<file path="src/rtl/config_chain_writer_pkg.sv">
// Shared constants and types for the configuration shift-chain master.
package config_chain_writer_pkg;

  localparam int CFG_WORD_LENGTH       = 16;
  localparam int CFG_WORDS_PER_SYNAPSE = 4;
  localparam int CFG_SYNAPSES_PER_CHAIN = 2;
  localparam int CFG_CLK_DIV_DEFAULT   = 2;

  typedef logic [CFG_WORD_LENGTH-1:0] fp_t;

  // Number of config words in a chain of n_syn synapse blocks.
  function automatic int chain_length(input int n_syn);
    return n_syn * CFG_WORDS_PER_SYNAPSE;
  endfunction

  localparam int CFG_CHAIN_LENGTH = chain_length(CFG_SYNAPSES_PER_CHAIN);

  typedef enum logic [1:0] {
    ST_IDLE = 2'd0,
    ST_LOW  = 2'd1,
    ST_HIGH = 2'd2
  } cfg_state_e;

endpackage

</file>
<file path="src/rtl/config_chain_writer_clk_divider.sv">
// Phase timer for data_clk: while enabled, ticks once every CLK_DIV cycles.
// Reloads whenever disabled so each shift starts with a full LOW phase.
module cfg_clk_divider
  import config_chain_writer_pkg::*;
#(
  parameter int CLK_DIV = CFG_CLK_DIV_DEFAULT
) (
  input  logic clk_i,
  input  logic rst_ni,
  input  logic en_i,
  output logic tick_o
);

  localparam int CW = $clog2(CLK_DIV + 1);
  localparam logic [CW-1:0] RELOAD = CW'(CLK_DIV - 1);

  logic [CW-1:0] cnt_q, cnt_d;

  assign tick_o = en_i && (cnt_q == '0);

  // Down-counter: reload on terminal count or when idle, else decrement.
  always_comb begin
    cnt_d = cnt_q - 1'b1;
    if (!en_i || tick_o) cnt_d = RELOAD;
  end

  // Counter register.
  always_ff @(posedge clk_i or negedge rst_ni) begin
    if (!rst_ni) cnt_q <= RELOAD;
    else         cnt_q <= cnt_d;
  end

endmodule

</file>
<file path="src/rtl/config_chain_writer.sv">
// Head of a config shift chain: buffers CHAIN_LENGTH host words, then shifts
// them out in write order with a divided data_clk.
//
// state  | meaning
// IDLE   | accepting host words, waiting for start
// LOW    | data_clk low, data_in presents word[idx]
// HIGH   | data_clk high, data_in held stable
module config_chain_writer
  import config_chain_writer_pkg::*;
#(
  parameter int WORD_LENGTH  = CFG_WORD_LENGTH,
  parameter int CHAIN_LENGTH = CFG_CHAIN_LENGTH,
  parameter int CLK_DIV      = CFG_CLK_DIV_DEFAULT
) (
  input  logic                   clk_i,
  input  logic                   rst_ni,
  input  logic                   wr_valid_i,
  input  logic [WORD_LENGTH-1:0] wr_data_i,
  output logic                   wr_ready_o,
  input  logic                   start_i,
  output logic                   busy_o,
  output logic                   done_o,
  output logic                   start_err_o,
  output logic                   cfg_data_clk_o,
  output logic [WORD_LENGTH-1:0] cfg_data_in_o
);

  localparam int CW = $clog2(CHAIN_LENGTH + 1);
  localparam int AW = (CHAIN_LENGTH > 1) ? $clog2(CHAIN_LENGTH) : 1;
  localparam logic [CW-1:0] FULL = CW'(CHAIN_LENGTH);
  localparam logic [CW-1:0] LAST = CW'(CHAIN_LENGTH - 1);

  cfg_state_e             state_q, state_d;
  logic [CW-1:0]          count_q, count_d;
  logic [CW-1:0]          idx_q, idx_d;
  logic [WORD_LENGTH-1:0] buf_q [CHAIN_LENGTH];
  logic [WORD_LENGTH-1:0] data_in_q, data_in_d;
  logic                   data_clk_q, data_clk_d;
  logic                   done_q, done_d;
  logic                   err_q, err_d;
  logic                   idle, wr_en, phase_end;

  assign idle           = (state_q == ST_IDLE);
  assign wr_ready_o     = idle && (count_q < FULL);
  assign wr_en          = wr_valid_i && wr_ready_o;
  assign busy_o         = !idle;
  assign done_o         = done_q;
  assign start_err_o    = err_q;
  assign cfg_data_clk_o = data_clk_q;
  assign cfg_data_in_o  = data_in_q;

  cfg_clk_divider #(.CLK_DIV(CLK_DIV)) u_clk_div (
    .clk_i  (clk_i),
    .rst_ni (rst_ni),
    .en_i   (!idle),
    .tick_o (phase_end)
  );

  // Word buffer, filled in write order; no reset needed since count gates use.
  always_ff @(posedge clk_i) begin
    if (wr_en) buf_q[count_q[AW-1:0]] <= wr_data_i;
  end

  // Next-state and output decode. Start is judged on the pre-write count.
  always_comb begin
    state_d    = state_q;
    count_d    = count_q;
    idx_d      = idx_q;
    data_in_d  = data_in_q;
    data_clk_d = data_clk_q;
    done_d     = 1'b0;
    err_d      = 1'b0;
    if (wr_en) count_d = count_q + 1'b1;
    unique case (state_q)
      ST_IDLE: begin
        if (start_i) begin
          if (count_q == FULL) begin
            state_d    = ST_LOW;
            idx_d      = '0;
            data_in_d  = buf_q[0];
            data_clk_d = 1'b0;
          end else begin
            err_d = 1'b1;
          end
        end
      end
      ST_LOW: begin
        if (phase_end) begin
          state_d    = ST_HIGH;
          data_clk_d = 1'b1;
        end
      end
      ST_HIGH: begin
        if (phase_end) begin
          data_clk_d = 1'b0;
          if (idx_q < LAST) begin
            idx_d     = idx_q + 1'b1;
            data_in_d = buf_q[idx_d[AW-1:0]];
            state_d   = ST_LOW;
          end else begin
            state_d = ST_IDLE;
            done_d  = 1'b1;
            count_d = '0;
            idx_d   = '0;
          end
        end
      end
      default: state_d = ST_IDLE;
    endcase
  end

  // State and registered-output flops; reset forces data_clk low at once.
  always_ff @(posedge clk_i or negedge rst_ni) begin
    if (!rst_ni) begin
      state_q    <= ST_IDLE;
      count_q    <= '0;
      idx_q      <= '0;
      data_in_q  <= '0;
      data_clk_q <= 1'b0;
      done_q     <= 1'b0;
      err_q      <= 1'b0;
    end else begin
      state_q    <= state_d;
      count_q    <= count_d;
      idx_q      <= idx_d;
      data_in_q  <= data_in_d;
      data_clk_q <= data_clk_d;
      done_q     <= done_d;
      err_q      <= err_d;
    end
  end

endmodule

</file>
<file path="config.mk">
export PLATFORM = sky130hd
export DESIGN_NAME = config_chain_writer
export DESIGN_NICKNAME = d
export VERILOG_FILES = /design/src/rtl/config_chain_writer_pkg.sv /design/src/rtl/config_chain_writer_clk_divider.sv /design/src/rtl/config_chain_writer.sv
export SDC_FILE = /design/constraint.sdc
export NUM_CORES = 1
export LEC_CHECK = 0
export ABC_CLOCK_PERIOD_IN_PS = 5650
export CAP_MARGIN = 20
export CORE_MARGIN = 4
export CORE_UTILIZATION = 60
export CTS_CLUSTER_SIZE = 20
export DETAILED_ROUTE_END_ITERATION = 12
export GPL_TIMING_DRIVEN = 0
export HOLD_SLACK_MARGIN = 0.05
export PLACE_DENSITY = 0.8
export SLEW_MARGIN = 20
export SYNTH_ARGS = -nofsm -noshare
export SYNTH_HDL_FRONTEND = slang
export SYNTH_SLANG_ARGS = --single-unit
</file>
<file path="constraint.sdc">
create_clock -name clk_i -period 5.65 [get_ports clk_i]
set_input_delay 1.695 -clock clk_i [delete_from_list [all_inputs] [get_ports clk_i]]
set_output_delay 1.695 -clock clk_i [all_outputs]
set_load 0.005 [all_outputs]
</file>
==> metrics.md, run 1 <==
| Metric | Value |
|---|---|
| Status | completed |
| Fillers | ~670 |
| Clock Sinks | around 160 |
| Nets | ~550 |
| CTS resizes | 0 |
| Hold Crit Depth | 2 |
| Routability congestion estimate from global placement | 0.810 |
| Sw frac | 29.6% |
| Post-synth EDFFs | around 130 |
| Busiest grt layer | met2 |
| Slowest cell on the critical path | clkdlybuf4s50_1 |
| Bufs and invs on worst path | 2 |
| Setup-failing EPs final | 0 |
| CP most frequent cell | nor2_1 |
| Clk_lat worst skew | between 0.5 and 0.6 ns |
| Maximum clock path buffer count | 2 |
| Total number of vias | ~4300 |
| WL per Instance | between 20 and 25 microns |
| Sequential power share | between 40% and 50% |
| Met1 global-route usage | between 30% and 40% |
| Slew headroom | 53.6% |
| Pwr/cell area | ~450 nW/um^2 |
| Die area | about 13000 sq um |
| Compound-Gate Fraction of Synth Area | under 10% |
| VDD IR max | between 200 and 250 uV |
| Hold Path Class | reg2reg |
| Synth async-reset ratio | about a fifth |
| Pint | between 2 and 3 mW |
| Initial detailed-routing violation count | around 520 |
| Ant. Diodes | 0 |
| Most common cell in the netlist | edfxtp_1 |
| P&R area growth vs syn | 19.6% |
| Synth cell types | 41 |
| CP max FO | 4 |
| Sequential-to-total area share from yosys stat | approximately 69% |
| Met2 Use GR | between 40 and 50% |
| Final wirelength | approximately 16 mm |
| CTS tree | done |
| GRT Total Usage | about a quarter |
| Synth Net Count | ~480 |
| Initial core utilization | between 60% and 70% |
| Final max-slew violation count | 0 |
| Final Critical Period | 3.66 ns |
| Post-Syn Area | between 6000 and 7000 sq um |
| Peak per-stage delay on the critical path | roughly 0.5 ns |
| Worst Tran Pin Value | ~0.7 ns |
| Worst endpoint required time | ~4.0 ns |
| Die height | around 110 microns |
| HPWL after DPL | 10.0 mm |
| Die span in x | 113 microns |
| Routed Antenna Nets | 0 |
| Max-cap violations | 0 |
| Initial antenna violation count | 0 |
| Leakage power | about 2.7 nW |
| Synth top area cells | edfxtp_1 (58%), mux2i_1 (12%), dfrtp_1 (11%), nand3_1 (4.9%), and2_1 (1.5%) |
| NetSw | between 1 and 1.5 mW |
| Post-synthesis adder-cell area fraction | 0.750% |
| GR met3 Demand/Resource | under 10% |
| Synth cell count leaders | edfxtp_1 (128), mux2i_1 (80), nand3_1 (66) |
| Vias per inst | roughly 6.3 |
| # Post-CTS Setup Buffers | 0 |
| First-pass GRT wire length | about 24 mm |
| Critical Path Stages | 4 |
| Combinational fraction of design power | ~27% |
| Final setup TNS | 0 ns |
| Clock network fraction of total power | a little under a third |
| H-tree depth | 4 |
| Final Hold Viols | 0 |
| Main combinational cell family by area after synthesis | multiplexers |
| Core ar. | 10800 sq um |
| Cells along the critical path | nor2_1, inv_1, nor2_1, clkdlybuf4s50_1 |
| Final Core Density | roughly three quarters |
| WS Path Type | reg2out |
| Post-Synth XOR/XNOR Area | 0.394% |
| DRC | 0 |
| Worst Skew | roughly 0.008 ns |
| Core Rows | 38 |
| Pin count of the biggest net entering global routing | 18 |
| Fmax | about 270 MHz |
| Cell taking the most area after synthesis | edfxtp_1 |
| RSZ-0062 raised after global routing | false |
| Yosys warnings | 0 |
| Vias in the first global route | around 4400 |
| Cells on worst reg2reg path | 5 |
| FF-to-FF End | buf_q[2][3] |
| Yosys top cell area share | between 50% and 60% |
| Crit. End Element | output port |
| Worst reg2reg startpoint | state_q[1] |
| Drt first pass iters | 5 |
| CP startpoint kind | flop |
| Num CTS Buffers | 17 |
| WHS | 0.503 ns |
| Critical Path End | wr_ready_o |
| CTS Hold Bufs | 0 |
| Synth Area in Simple Gates | between 10% and 20% |
| Clk Tree Root Cell | clkbuf_8 |
| Gr ovfl total | 0 |
| Tcrit/Tclk final | about two thirds |
| Cell family with most CP delay | buffers and inverters |
| Worst Path Arrival | 1.96 ns |
| CTS clock-pin slew for the worst setup and hold paths | 0.07 ns |
| R2r setup slk | between 3 and 4 ns |
| IO Port Bufs | 40 |
| Proportion of layout cells with a drive suffix above 1 | a little over an eighth |
| Primary FF master, synth | edfxtp_1 |
| IO Pins | between 40 and 50 |
| Flops & latches, synth | about 160 |
| Syn Area/Cell | 14.7 sq um |
| Mux contribution to synthesized area | 12.0% |
| Crit path from | state_q[1] |
| Post-Synthesis Cells | 455 |
-- cells in the final DEF (no fill, tap or decap), types with 2 or more instances in the layout --
cell / n
buf_4: 6
nand2b_1: 2
clkinvlp_4: 2
nand4_1: 16
clkinv_2: 3
bufinv_16: 3
buf_6: 9
o21ai_0: 19
inv_1: 7
o41ai_1: 2
xor2_1: 2
a21oi_1: 3
nor3_1: 2
edfxtp_1: 128
nor3_2: 2
nand3_1: 66
a31oi_1: 2
nand2_1: 9
o21ai_1: 5
nor2_1: 7
clkbuf_16: 16
mux2i_1: 80
and2_1: 16
clkbuf_1: 13
clkinv_4: 2
ha_1: 4
nor2b_1: 2
buf_2: 11
nor2_2: 6
clkdlybuf4s50_1: 39
dfrtp_1: 30
buf_8: 3
-- cell type report --
type                    count  area, sq um  area share, %
well taps                 140          175           2.20
clock buffers              21          429           5.38
plain buffers              30          191           2.40
multi-input cells         259         1860           23.3
repair buffers             51          536           6.71
flip-flops and latches    159         4620           57.9
inverters                   7         26.3          0.329
clock inverters            11          141           1.77
-- power groups by stage --
stage / clock network (mW) / registers [mW] / logic [mW]
2_1_floorplan: 0 / 1.53 / 0.561
3_3_place_gp: 0 / 1.54 / 0.892
3_5_place_dp: 0 / 1.55 / 0.956
4_1_cts: 1.12 / 1.53 / 0.967
5_1_grt: 1.17 / 1.54 / 1.04
6_report: 1.11 / 1.53 / 0.968
-- sequential cells by signal (all words and copies together), names as in the netlist --
name / cells
start_err_o: 1
state_q: 2
count_q: 4
done_o: 1
u_clk_div.cnt_q: 2
buf_q: 128
idx_q: 4
cfg_data_in_o: 16
cfg_data_clk_o: 1
-- worst min-delay path, cell delays in order (launching register included) --
cell and delay [ns]:
dfrtp_1 0.34, mux2i_1 0.06, o21ai_0 0.06
-- routing by layer --
layer	routed length [microns]	share of wire, %
met1	5830	37
met2	7980	51
met3	1320	8.5
met4	492	3.1
met5	0	0
-- cell families after synthesis --
logic type	Yosys count
AO/OA/AOI/OAI	37
adder cells (fa/ha/maj)	4
XOR/XNOR	3
multiplexers	80
AND/OR/NAND/NOR	135
buffers and inverters	37
flip-flops	159
-- worst min path at each step --
stage	startpoint	endpoint	slack (ns)
4_1_cts	cfg_data_in_o[13]	cfg_data_in_o[13]	0.51
6_report	cfg_data_in_o[11]	cfg_data_in_o[11]	0.50
3_5_place_dp	cfg_data_in_o[13]	cfg_data_in_o[13]	0.49
5_1_grt	cfg_data_in_o[13]	cfg_data_in_o[13]	0.54
3_3_place_gp	cfg_data_in_o[13]	cfg_data_in_o[13]	0.48
2_1_floorplan	cfg_data_in_o[0]	cfg_data_in_o[0]	0.49
-- stage by stage --
stage	area, sq um	setup WS, ns	instances	total power [mW]
floorplan	6670	1.94	455	2.10
global placement	7250	0.227	635	2.44
detailed placement	7410	1.84	646	2.50
CTS	7980	1.99	678	3.61
global route	7980	1.89	678	3.76
finish	7980	1.99	678	3.61
No activity file was read; power rests on OpenSTA's default activity.
==> run 2: changes to the inputs <==
--- a/config.mk
+++ b/config.mk
@@ -5,15 +5,15 @@
 export SDC_FILE = /design/constraint.sdc
 export NUM_CORES = 1
 export LEC_CHECK = 0
-export ABC_CLOCK_PERIOD_IN_PS = 5650
+export ABC_CLOCK_PERIOD_IN_PS = 3300
 export CAP_MARGIN = 20
 export CORE_MARGIN = 4
-export CORE_UTILIZATION = 60
+export CORE_UTILIZATION = 53
 export CTS_CLUSTER_SIZE = 20
 export DETAILED_ROUTE_END_ITERATION = 12
 export GPL_TIMING_DRIVEN = 0
 export HOLD_SLACK_MARGIN = 0.05
-export PLACE_DENSITY = 0.8
+export PLACE_DENSITY = 0.75
 export SLEW_MARGIN = 20
 export SYNTH_ARGS = -nofsm -noshare
 export SYNTH_HDL_FRONTEND = slang
==> constraint.sdc (replaced) <==
create_clock -name clk_i -period 3.3 [get_ports clk_i]
set_input_delay 0.99 -clock clk_i [delete_from_list [all_inputs] [get_ports clk_i]]
set_output_delay 0.99 -clock clk_i [all_outputs]
set_load 0.005 [all_outputs]
==> run 2 against run 1 <==
  * Global-route usage is 3.7 points lower
  * Wire length down 3.4%
  * Sequential share of layout area down 0.56 points
  * Via count is 3.4% lower
  * Final area is 0.97% higher
  * Flip-flop and latch count unchanged
  * Clock power rose by 79%
  * Die area is 12% higher
  * First-iteration DRC count down 39%
  * Largest cell class unchanged
==> metrics.md, run 2 (synthesis gave the netlist of run 1 again) <==
| Metric | Value |
|---|---|
| Maximum clock path buffer count | 2 (unchanged) |
| Initial detailed-routing violation count | 318 (was 519) |
| IO Pins | 41 (unchanged) |
| Placed cells | 674 (was 646) |
| Tcrit/Tclk final | 86.7% |
| Total number of vias | 4122 (was 4267) |
| CP max FO | 5 (was 4) |
| Vias per inst | 5.84 (was 6.29) |
| Die area | 14500 sq um (was 12900 sq um) |
| H-tree depth | 4 (unchanged) |
| Hold Path Class | in2async (was reg2reg) |
| Core Rows | 40 (was 38) |
| P&R area growth vs syn | 20.7% (was 19.6%) |
| Area occupied by multi-input gates | 1860 sq um (unchanged) |
| Initial antenna violation count | 0 (unchanged) |
| Routability congestion estimate from global placement | 0.837 (was 0.810) |
| Vias in the first global route | 4325 (was 4370) |
| Worst Path Arrival | 1.87 ns (was 1.96 ns) |
| CTS Hold Bufs | 0 (unchanged) |
| Final Critical Period | around 2.9 ns |
| Fmax | 349 MHz |
| Die span in x | 120 microns (was 113 microns) |
| Crit. End Element | output port (unchanged) |
| Clk_lat worst skew | 0.42 ns (was 0.53 ns) |
| Final max-slew violation count | 0 (unchanged) |
| Max reg flops | 128 (unchanged) |
| Drt first pass iters | 7 (was 5) |
| Worst Tran Pin Value | 0.675 ns (was 0.696 ns) |
| Clock Sinks | 159 (unchanged) |
| WS Path Type | reg2out (unchanged) |
| CTS tree | done (unchanged) |
| Proportion of layout cells with a drive suffix above 1 | 13.8% (was 13.6%) |
| Max-cap violations | 0 (unchanged) |
| DRC | 0 (unchanged) |
| Clk Tree Root Cell | clkbuf_16 (was clkbuf_8) |
| HPWL after DPL | 10.1 mm (was 10.0 mm) |
| WL per Instance | 21.4 microns (was 23.0 microns) |
| CTS resizes | 0 (unchanged) |
| Final std cells w/o fill | 706 (was 678) |
| Leakage power | 2.75 nW (was 2.74 nW) |
| Worst Skew | 0.00913 ns (was 0.00779 ns) |
| Pwr/cell area | 774 nW/um^2 (was 453 nW/um^2) |
| Final Hold Viols | 0 (unchanged) |
| WHS | 0.495 ns (was 0.503 ns) |
| Worst endpoint required time | 2.31 ns (was 3.95 ns) |
| Slew headroom | 55.0% (was 53.6%) |
| Final wirelength | 15.1 mm (was 15.6 mm) |
| VDD IR max | 444 uV (was 217 uV) |
| CTS clock-pin slew for the worst setup and hold paths | 0.06 ns (was 0.07 ns) |
| Core ar. | 12200 sq um (was 10800 sq um) |
| Most common cell after layout, fill and taps aside | edfxtp_1 (unchanged) |
| Most frequent cells in the layout | edfxtp_1 (128), mux2i_1 (80), nand3_1 (66), clkdlybuf4s50_1 (39), dfrtp_1 (30) (unchanged) |
| Seq. cell area | 4620 sq um (unchanged) |
| Gr ovfl total | 0 (unchanged) |
| IO Port Bufs | 40 (unchanged) |
| Fillers | 861 (was 669) |
| # Post-CTS Setup Buffers | 0 (unchanged) |
| Nets | 549 (unchanged) |
| First-pass GRT wire length | 23.2 mm (was 24.1 mm) |
| Num CTS Buffers | 17 (unchanged) |
| Routed Antenna Nets | 0 (unchanged) |
| Initial core utilization | 54.9% (was 61.6%) |
| Pin count of the biggest net entering global routing | 17 (was 18) |
| CP startpoint kind | flop (unchanged) |
| Status | completed (unchanged) |
| Die height | 120 microns (was 113 microns) |
| GRT Total Usage | 21.9% (was 25.6%) |
| Setup-failing EPs final | 0 (unchanged) |
| Ant. Diodes | 0 (unchanged) |
| RSZ-0062 raised after global routing | false (unchanged) |
==> run 2: routing by layer <==
metal,part of all wire (%),wire length [microns],global-route usage (%)
met3,7.3,1110,5.57
met4,2.0,304,11.2
met2,51,7770,36.8
met5,0,0,0
met1,39,5910,26.1
==> run 2: layout make-up <==
cell class | count | share of cell area (%)
plain buffers | 30 | 2.38
repair buffers | 51 | 6.79
inverters | 7 | 0.326
clock inverters | 9 | 1.66
multi-input cells | 259 | 23.1
well taps | 168 | 2.61
clock buffers | 23 | 5.81
flip-flops and latches | 159 | 57.3
==> run 2: path summary, 6_finish.rpt <==
| kind | start | end | slack [ns] | cells past startpoint |
|---|---|---|---|---|
| min in group clk_i | cfg_data_in_o[14] | cfg_data_in_o[14] | 0.50 | 2 |
| max | state_q[0] | wr_ready_o | 0.44 | 4 |
| min reg2reg | cfg_data_in_o[14] | cfg_data_in_o[14] | 0.50 | 2 |
| max in group asynchronous | rst_ni | u_clk_div.cnt_q[0] | 2.29 | 2 |
| max reg2reg | state_q[0] | buf_q[0][5] | 0.89 | 6 |
| min | rst_ni | start_err_o | 0.50 | 1 |
==> run 2: report_power, final <==
part	internal (mW)	leakage [nW]	total, mW	switching (mW)
registers	2.47	1.52	2.62	0.154
logic	0.743	0.946	1.63	0.886
clock network	1.23	0.280	1.99	0.759
total	4.44	2.75	6.24	1.80
==> run 2: stage by stage <==
| stage | utilization (%) | area (sq um) | TNS [ns] | power [mW] | worst slack [ns] |
|---|---|---|---|---|---|
| finish | 66.3 | 8060 | 0 | 6.24 | 0.438 |
| global route | 66.3 | 8060 | 0 | 6.51 | 0.332 |
| CTS | 66.3 | 8060 | 0 | 6.25 | 0.441 |
| detailed placement | 61.3 | 7460 | 0 | 4.28 | 0.0880 |
| global placement | 59.9 | 7280 | -75.40 | 4.16 | -1.35 |
| floorplan | - | 6670 | 0 | 3.59 | 0.296 |
==> run 2: critical path, stage by stage (launching register included) <==
cell and delay [ns]:
dfrtp_1 0.45, nor2_1 0.27, inv_1 0.13, nor2_1 0.10
clkdlybuf4s50_1 0.50
==> run 3: changes to the inputs <==
--- a/config.mk
+++ b/config.mk
@@ -5,15 +5,15 @@
 export SDC_FILE = /design/constraint.sdc
 export NUM_CORES = 1
 export LEC_CHECK = 0
-export ABC_CLOCK_PERIOD_IN_PS = 3300
+export ABC_CLOCK_PERIOD_IN_PS = 2740
 export CAP_MARGIN = 20
 export CORE_MARGIN = 4
-export CORE_UTILIZATION = 53
+export CORE_UTILIZATION = 59
 export CTS_CLUSTER_SIZE = 20
 export DETAILED_ROUTE_END_ITERATION = 12
 export GPL_TIMING_DRIVEN = 0
 export HOLD_SLACK_MARGIN = 0.05
-export PLACE_DENSITY = 0.75
+export PLACE_DENSITY = 0.79
 export SLEW_MARGIN = 20
 export SYNTH_ARGS = -nofsm -noshare
 export SYNTH_HDL_FRONTEND = slang
==> constraint.sdc (replaced) <==
create_clock -name clk_i -period 2.74 [get_ports clk_i]
set_input_delay 0.822 -clock clk_i [delete_from_list [all_inputs] [get_ports clk_i]]
set_output_delay 0.822 -clock clk_i [all_outputs]
set_load 0.005 [all_outputs]
==> run 3 against run 2 <==
  * Final area fell by 0.23%
  * Clock-buffer cell count decreased by 5
  * Critical path type unchanged
  * Largest cell class unchanged
  * Global-route usage up 2.7 points
  * Non-clock buffer count down 2
  * Largest power group unchanged
==> metrics.md, run 3 (synthesis gave the netlist of run 1 again) <==
| Metric | Value |
|---|---|
| Status | completed (unchanged) |
| First-pass GRT wire length | 23.4 mm (was 23.2 mm) |
| Met1 global-route usage | 31.2% (was 26.1%) |
| Leakage power | 2.75 nW (about the same) |
| Final Hold Viols | 0 (unchanged) |
| Routability congestion estimate from global placement | 0.820 (was 0.837) |
| Worst reg2reg startpoint | state_q[0] (unchanged) |
| Seq. cell area | 4620 sq um (unchanged) |
| Final wirelength | 15.1 mm (about the same) |
| CP startpoint kind | flop (unchanged) |
| Clock Sinks | 159 (unchanged) |
| HPWL after DPL | 9.88 mm (was 10.1 mm) |
| R2r setup slk | 0.34 ns (was 0.89 ns) |
| Tcrit/Tclk final | 97.0% |
| Fmax | 376 MHz |
| IO Pins | 41 (unchanged) |
| Die span in x | 114 microns (was 120 microns) |
| Vias in the first global route | 4321 (was 4325) |
| Pwr/cell area | 948 nW/um^2 (was 774 nW/um^2) |
| DRC | 0 (unchanged) |
| Most frequent cells in the layout | edfxtp_1 (128), mux2i_1 (80), nand3_1 (66), clkdlybuf4s50_1 (39), dfrtp_1 (30) (unchanged) |
| Proportion of layout cells with a drive suffix above 1 | 14.2% (was 13.8%) |
| Initial core utilization | 61.0% (was 54.9%) |
| Core ar. | 10900 sq um (was 12200 sq um) |
| WHS | 0.322 ns (was 0.495 ns) |
| Ant. Diodes | 0 (unchanged) |
| Setup-failing EPs final | 0 (unchanged) |
| CTS clock-pin slew for the worst setup and hold paths | 0.07 ns (was 0.06 ns) |
| Num CTS Buffers | 17 (unchanged) |
| GR met3 Demand/Resource | 6.61% (was 5.57%) |
| Max reg flops | 128 (unchanged) |
| Drt first pass iters | 6 (was 7) |
| RSZ-0062 raised after global routing | false (unchanged) |
| Worst Skew | 0.0102 ns (was 0.00913 ns) |
| Maximum clock path buffer count | 2 (unchanged) |
| Fillers | 680 (was 861) |
| CP max FO | 5 (unchanged) |
| IO Port Bufs | 40 (unchanged) |
| Initial detailed-routing violation count | 374 (was 318) |
| Final instance area | 8040 sq um (was 8060 sq um) |
| # Post-CTS Setup Buffers | 0 (unchanged) |
| Cells on worst reg2reg path | 5 (was 6) |
| Slew headroom | 56.5% (was 55.0%) |
| Most common cell after layout, fill and taps aside | edfxtp_1 (unchanged) |
| Routed Antenna Nets | 0 (unchanged) |
| Core Rows | 38 (was 40) |
| Hold Path Class | in2async (unchanged) |
| GRT Total Usage | 24.6% (was 21.9%) |
| Die area | 13100 sq um (was 14500 sq um) |
| Final setup TNS | 0 ns (unchanged) |
| Final Core Density | 73.5% (was 66.3%) |
| VDD IR max | 494 uV (was 444 uV) |
| Final Critical Period | 2.66 ns |
| Total number of vias | 4179 (was 4122) |
| Area occupied by multi-input gates | 1870 sq um (was 1860 sq um) |
| FF-to-FF End | buf_q[2][9] (was buf_q[0][5]) |
| CTS tree | done (unchanged) |
| WS Path Type | reg2out (unchanged) |
| Busiest grt layer | met2 (unchanged) |
| Gr ovfl total | 0 (unchanged) |
| WL per Instance | 22.4 microns (was 21.4 microns) |
| Pin count of the biggest net entering global routing | 19 (was 17) |
| Worst endpoint required time | 1.92 ns (was 2.31 ns) |
| Setup ws final | 0.0826 ns (was 0.438 ns) |
| Initial antenna violation count | 0 (unchanged) |
| Clk Tree Root Cell | clkbuf_16 (unchanged) |
| Dpl ws | -0.324 ns (was 0.0880 ns) |
| P&R area growth vs syn | 20.5% (was 20.7%) |
| Vias per inst | 6.18 (was 5.84) |
| CTS Hold Bufs | 0 (unchanged) |
| H-tree depth | 4 (unchanged) |
| Met2 Use GR | 40.0% (was 36.8%) |
| CTS resizes | 0 (unchanged) |
| Worst Path Arrival | 1.84 ns (was 1.87 ns) |
| Max-cap violations | 0 (unchanged) |
| Clk_lat worst skew | 0.42 ns (about the same) |
| Worst Tran Pin Value | 0.651 ns (was 0.675 ns) |
| Final max-slew violation count | 0 (unchanged) |
| Post-DP Area | 7420 sq um (was 7460 sq um) |
| Die height | 114 microns (was 120 microns) |
| Nets | 547 (was 549) |
| Crit. End Element | output port (unchanged) |
## run 3: how the worst max path moves through the flow
stage | to | slack (ns) | cells after the start | start
5_1_grt | wr_ready_o | 0.003 | 4 | state_q[0]
6_report | wr_ready_o | 0.08 | 4 | state_q[0]
4_1_cts | wr_ready_o | 0.07 | 4 | state_q[0]
3_3_place_gp | buf_q[2][8] | -0.91 | 4 | wr_valid_i
2_1_floorplan | buf_q[4][0] | 0.33 | 3 | wr_valid_i
3_5_place_dp | buf_q[2][8] | -0.32 | 5 | wr_valid_i
## run 3: metrics by stage
stage / power, mW / instances
final: 7.62 / 676
after global routing: 7.93 / 676
after CTS: 7.62 / 676
after detailed placement: 5.18 / 644
after global placement: 5.02 / 635
after floorplan: 4.33 / 455
## run 3: worst max-delay path, cell delays in order, from the launching register on
cell and delay, ns:
dfrtp_1 0.44, nor2_1 0.23, inv_1 0.12, nor2_1 0.11, clkdlybuf4s50_1 0.51
## run 3: routing by layer
layer / vias to the layer above / share of wire (%)
met5: - / 0
met4: 0 / 2.5
met3: 42 / 7.0
met2: 194 / 51
met1: 2080 / 40
li1: 1863 / -
## run 3: layout make-up
type                    instances  share of cell area (%)
clock inverters                14                    2.26
clock buffers                  18                    5.46
flip-flops and latches        159                    57.5
plain buffers                  30                    2.38
inverters                       7                   0.327
well taps                     140                    2.18
repair buffers                 49                    6.61
multi-input cells             259                    23.3
## run 3: power breakdown
group,switching (mW),leakage [nW],internal (mW)
Clock,0.979,0.295,1.47
Combinational,1.10,0.938,0.893
Sequential,0.198,1.52,2.97
Total,2.28,2.75,5.34
